## src/rtl/pc_sequencer.sv

```systemverilog
// Program-counter sequencer: picks the next PC (sequential, branch, jump, trap, mret),
// runs the req/ack fetch handshake to instruction memory, and supports halt/resume.
//
// state | meaning
// BOOT  | one idle cycle after reset, no fetch request
// FETCH | normal operation, requests fetches and applies redirects
// HALT  | pc frozen, no request, redirects ignored until resume
module pc_sequencer #(
    parameter int              XLEN         = 32,
    parameter logic [XLEN-1:0] RESET_VECTOR = '0,
    parameter logic [XLEN-1:0] TRAP_VECTOR  = XLEN'(32'h0000_0100),
    parameter int              INSTR_BYTES  = 4
) (
    input  logic            clk,
    input  logic            reset,
    input  logic            stall,
    input  logic            branch_taken,
    input  logic [XLEN-1:0] branch_target,
    input  logic            jump,
    input  logic [XLEN-1:0] jump_target,
    input  logic            trap,
    input  logic            mret,
    input  logic            halt,
    input  logic            resume,
    input  logic            imem_ack,
    output logic            imem_req,
    output logic [XLEN-1:0] imem_addr,
    output logic [XLEN-1:0] pc,
    output logic [XLEN-1:0] epc,
    output logic            flush,
    output logic            misaligned,
    output logic [31:0]     fetch_count
);

    typedef enum logic [1:0] {
        BOOT  = 2'd0,
        FETCH = 2'd1,
        HALT  = 2'd2
    } state_t;

    state_t          state;
    state_t          state_next;
    logic [XLEN-1:0] pc_next;
    logic [XLEN-1:0] epc_next;
    logic            flush_next;
    logic            misaligned_next;
    logic [31:0]     count_next;

    logic            fetch_accepted;
    logic            target_valid;
    logic [XLEN-1:0] target;
    logic            target_bad;

    assign imem_req       = (state == FETCH) & ~stall;
    assign imem_addr      = pc;
    assign fetch_accepted = imem_req & imem_ack;

    // jump outranks branch, so the jump target is the one checked for alignment
    assign target_valid = jump | branch_taken;
    assign target       = jump ? jump_target : branch_target;
    assign target_bad   = target_valid & (target[1:0] != 2'b00);

    always_ff @(posedge clk or posedge reset) begin
        if (reset) begin
            state       <= BOOT;
            pc          <= RESET_VECTOR;
            epc         <= '0;
            flush       <= 1'b0;
            misaligned  <= 1'b0;
            fetch_count <= '0;
        end else begin
            state       <= state_next;
            pc          <= pc_next;
            epc         <= epc_next;
            flush       <= flush_next;
            misaligned  <= misaligned_next;
            fetch_count <= count_next;
        end
    end

    always_comb begin
        state_next      = state;
        pc_next         = pc;
        epc_next        = epc;
        flush_next      = 1'b0;
        misaligned_next = 1'b0;
        count_next      = fetch_count;

        case (state)
            BOOT: begin
                state_next = FETCH;
            end

            FETCH: begin
                if (halt) begin
                    state_next = HALT;
                end else if (trap) begin
                    pc_next    = TRAP_VECTOR;
                    epc_next   = pc;
                    flush_next = 1'b1;
                end else if (mret) begin
                    pc_next    = epc;
                    flush_next = 1'b1;
                end else if (target_bad) begin
                    pc_next         = TRAP_VECTOR;
                    epc_next        = pc;
                    flush_next      = 1'b1;
                    misaligned_next = 1'b1;
                end else if (target_valid) begin
                    pc_next    = target;
                    flush_next = 1'b1;
                end else if (fetch_accepted) begin
                    // any redirect above discards the acked instruction instead
                    pc_next    = pc + XLEN'(INSTR_BYTES);
                    count_next = fetch_count + 32'd1;
                end
            end

            HALT: begin
                if (resume) begin
                    state_next = FETCH;
                end
            end

            default: begin
                state_next = BOOT;
            end
        endcase
    end

endmodule

```

## config.mk

```make
export PLATFORM = sky130hd
export DESIGN_NAME = pc_sequencer
export DESIGN_NICKNAME = d
export VERILOG_FILES = /design/src/rtl/pc_sequencer.sv
export SDC_FILE = /design/constraint.sdc
export NUM_CORES = 1
export LEC_CHECK = 0
export CORE_MARGIN = 2
export CORE_UTILIZATION = 55
export CTS_BUF_LIST = sky130_fd_sc_hd__clkbuf_8
export CTS_CLUSTER_SIZE = 40
export DETAILED_ROUTE_END_ITERATION = 10
export DONT_BUFFER_PORTS = 1
export PLACE_DENSITY = 0.7
export SLEW_MARGIN = 20
export SYNTH_ARGS = -nofsm -noshare
export SYNTH_HDL_FRONTEND = slang
export SYNTH_SLANG_ARGS = --single-unit
export TNS_END_PERCENT = 50
```

## constraint.sdc

```tcl
create_clock -name clk -period 8.3 [get_ports clk]
set_input_delay 1.66 -clock clk [delete_from_list [all_inputs] [get_ports clk]]
set_output_delay 1.66 -clock clk [all_outputs]
set_load 0.01 [all_outputs]
```

==> flow_summary.json <==
{
  "routed-wl-met2_um": 7230,
  "min_period_ns": 3.64,
  "synth_top_area_cell": "dfrtp_1",
  "total_power_uw": 1680,
  "path_buf_inv": 0,
  "num_io_pins": 205,
  "hold_violations": 0,
  "firstDrtPassIters": 5,
  "startpoint_type": "primary input",
  "clk_path_buf_depth": 2,
  "num_antenna_cells": 0,
  "ys.flop_type": "dfrtp_1",
  "placed_area_um2": 5490,
  "syn_area_um2": 5630,
  "clock_skew_ns": 0.0131,
  "drv_slew": 0,
  "hpwl_um": 10400,
  "portBuffers": 0,
  "power.density_nw_per_um2": 294,
  "drt_iter0_drc": 318,
  "ant_nets": 0,
  "ctsResizeCount": 0,
  "clkSlewWorstSetupHoldPaths_ns": 0.10,
  "synthCells": 592,
  "cap_violations": 0,
  "ys_top_cells_by_area": "dfrtp_1 44%, mux2_2 6.6%, xnor2_1 4.4%",
  "grt_first_pass_wirelength_um": 24100,
  "cts_tree": "yes",
  "crit_start": "stall",
  "grt_overflow": 0,
  "status": "finished, final reports clean",
  "critPathKind": "primary input to output port",
  "yosysWarnings": 0,
  "synth_edf_count": 0,
  "final_area_um2": 5700,
  "ys_ff_latch": 100,
  "drive_gt1_share_pct": 12.4,
  "wl_um": 14900,
  "placedCellCount": 665,
  "rsz0062_at_grt": "no",
  "h-tree-depth": 3,
  "cts_buffers": 9,
  "cp_slowest_cell": "nor3b_1",
  "cts_sinks": 100,
  "syn_to_final_growth_pct": 1.36,
  "track_usage_pct": 27.5,
  "cts-root-buf": "clkbuf_8",
  "die_area_um2": 11100,
  "viasPerCell": 6.64,
  "leakagePower_uw": 0.00237,
  "antenna_found_initial": 0,
  "grt_pass1_vias": 4505,
  "worstSkewPairLatency_ns": 0.36,
  "hp-start": "fetch_count[31]",
  "gp_congestion": 0.840,
  "cpLargestDelayFamily": "simple AND/OR/NAND/NOR gates",
  "synth-seq-area-share_pct": 44.5,
  "fill_cells": 863,
  "critPathCaptureType": "output port",
  "wire_per_inst_um": 21.9,
  "syn_nets": 668,
  "slew_headroom_pct": 28.5,
  "cts_setup_buffers": 0,
  "routed-wl-met3_um": 1340,
  "synth_cell_types": 62,
  "drc": 0,
  "synth_top_cell_area_share_pct": 44.5,
  "hold_ws_ns": 0.542,
  "ir_worst_vdd_v": 0.000192,
  "layout.nets": 620,
  "timing.fmax_mhz": 275,
  "postSynthAreaPerCell_um2": 9.51,
  "die_y_um": 105,
  "tns_ns": 0,
  "synthArstFlopShare_pct": 100,
  "crit_chain": "nor3b_1",
  "core-area_um2": 9860,
  "worst_slew_pin_slew_ns": 1.07,
  "min_path_type": "register to register",
  "worstPathArrival_ns": 1.98,
  "critical_path.max_stage_delay_ns": 0.32,
  "post-route-period-util_pct": 43.8,
  "worst-path-max-fanout": 3,
  "r2r_start": "imem_addr[9]",
  "num_rows": 36,
  "setup_violations": 0,
  "wl_met1_um": 6090,
  "initial_core_util_pct": 57.1,
  "die_x_um": 105,
  "cts_hold_buf": 0,
  "required_ns": 6.64,
  "stdcell_count": 682,
  "grt_max_degree": 58,
  "via_count": 4530,
  "top_layer": "met4"
}
[cell type report]
| type | count | area, µm² | area share [%] |
|---|---|---|---|
| Timing Repair Buffer | 6 | 65.1 | 1.14 |
| Inverter | 9 | 36.3 | 0.636 |
| Sequential cell | 100 | 2500 | 43.9 |
| Clock inverter | 4 | 22.5 | 0.395 |
| Clock buffer | 12 | 165 | 2.90 |
| Multi-Input combinational cell | 418 | 2750 | 48.1 |
| Tap cell | 133 | 166 | 2.92 |
[final timing paths]
| kind | end | slack (ns) | depth (start not counted) |
|---|---|---|---|
| max | imem_req | 4.66 | 1 |
| min | fetch_count[31] | 0.54 | 1 |
| max reg2reg | imem_addr[31] | 5.57 | 5 |
| min reg2reg | fetch_count[31] | 0.54 | 1 |
| max in group asynchronous | epc[30] | 5.97 | 2 |
| min in group asynchronous | fetch_count[22] | 1.20 | 1 |
[metal layers]
layer,vias to the layer above,GRT usage [%]
met2,214,44.7
li1,2037,-
met3,20,7.67
met5,-,0
met1,2259,34.9
met4,0,10.6
[flip-flops by register name (all words and copies together) (netlist names)]
register / flops
misaligned: 1
flush: 1
epc: 32
state: 2
fetch_count: 32
imem_addr: 32
[worst reg2reg max path: stages (launching register included)]
cell and delay [ns]:
dfrtp_1 0.66, nand4_1 0.33, nor4_1 0.80, nand4_1 0.30, or3_1 0.41, a21oi_1 0.15
[metrics by stage]
step | utilization, % | setup WS [ns]
2_1_floorplan | - | 4.02
4_1_cts | 57.5 | 4.57
6_report | 57.8 | 4.66
3_3_place_gp | 55.6 | 4.20
5_1_grt | 57.8 | 4.55
3_5_place_dp | 55.6 | 4.19
[where the power goes]
group / switching [µW] / leakage [µW] / internal [µW]
sequential: 356 / 0.00130 / 627
clock: 164 / 0.0000982 / 132
combinational: 201 / 0.000972 / 197
total: 721 / 0.00237 / 957
[cell usage after synthesis, drive strengths merged (6+ instances only)]
library cell,instances
dfrtp,100
nand2,45
nor2,42
buf,38
a21oi,37
nand3,37
mux2,33
xnor2,28
clkbuf,27
o21ai,25
nand4,18
and3,12
o22ai,12
nor3,11
xor2,10
inv,8
o221ai,8
a31oi,7
a221oi,6
nor4,6
o211ai,6
[layout by cell type, fill, tap and decap left out, types with 4 or more instances in the layout]
cell	instances
dfrtp_1	100
nand2_1	45
nor2_1	42
nand3_1	37
a21oi_1	36
mux2_2	33
xnor2_1	28
o21ai_0	23
nand4_1	18
and3_1	12
o22ai_1	12
clkbuf_8	12
xor2_1	10
nor3_1	9
o221ai_1	8
inv_1	7
a31oi_1	7
nor4_1	6
a221oi_1	6
o211ai_1	6
and4_1	5
buf_4	5
nand2b_1	4
o21a_1	4
and2_1	4
[cell families (layout without fill, tap and decap cells)]
logic type      after synthesis  count (layout)  synth area share [%]
simple gates                206             206                  19.0
compound gates              137             137                  16.1
flops                       100             100                  44.5
buf+inv                      74              31                  7.11
xor+xnor                     38              38                  5.91
mux                          35              35                  6.96
fa+ha+maj                     2               2                 0.445
Note: power is estimated with default switching activity, not from simulation.
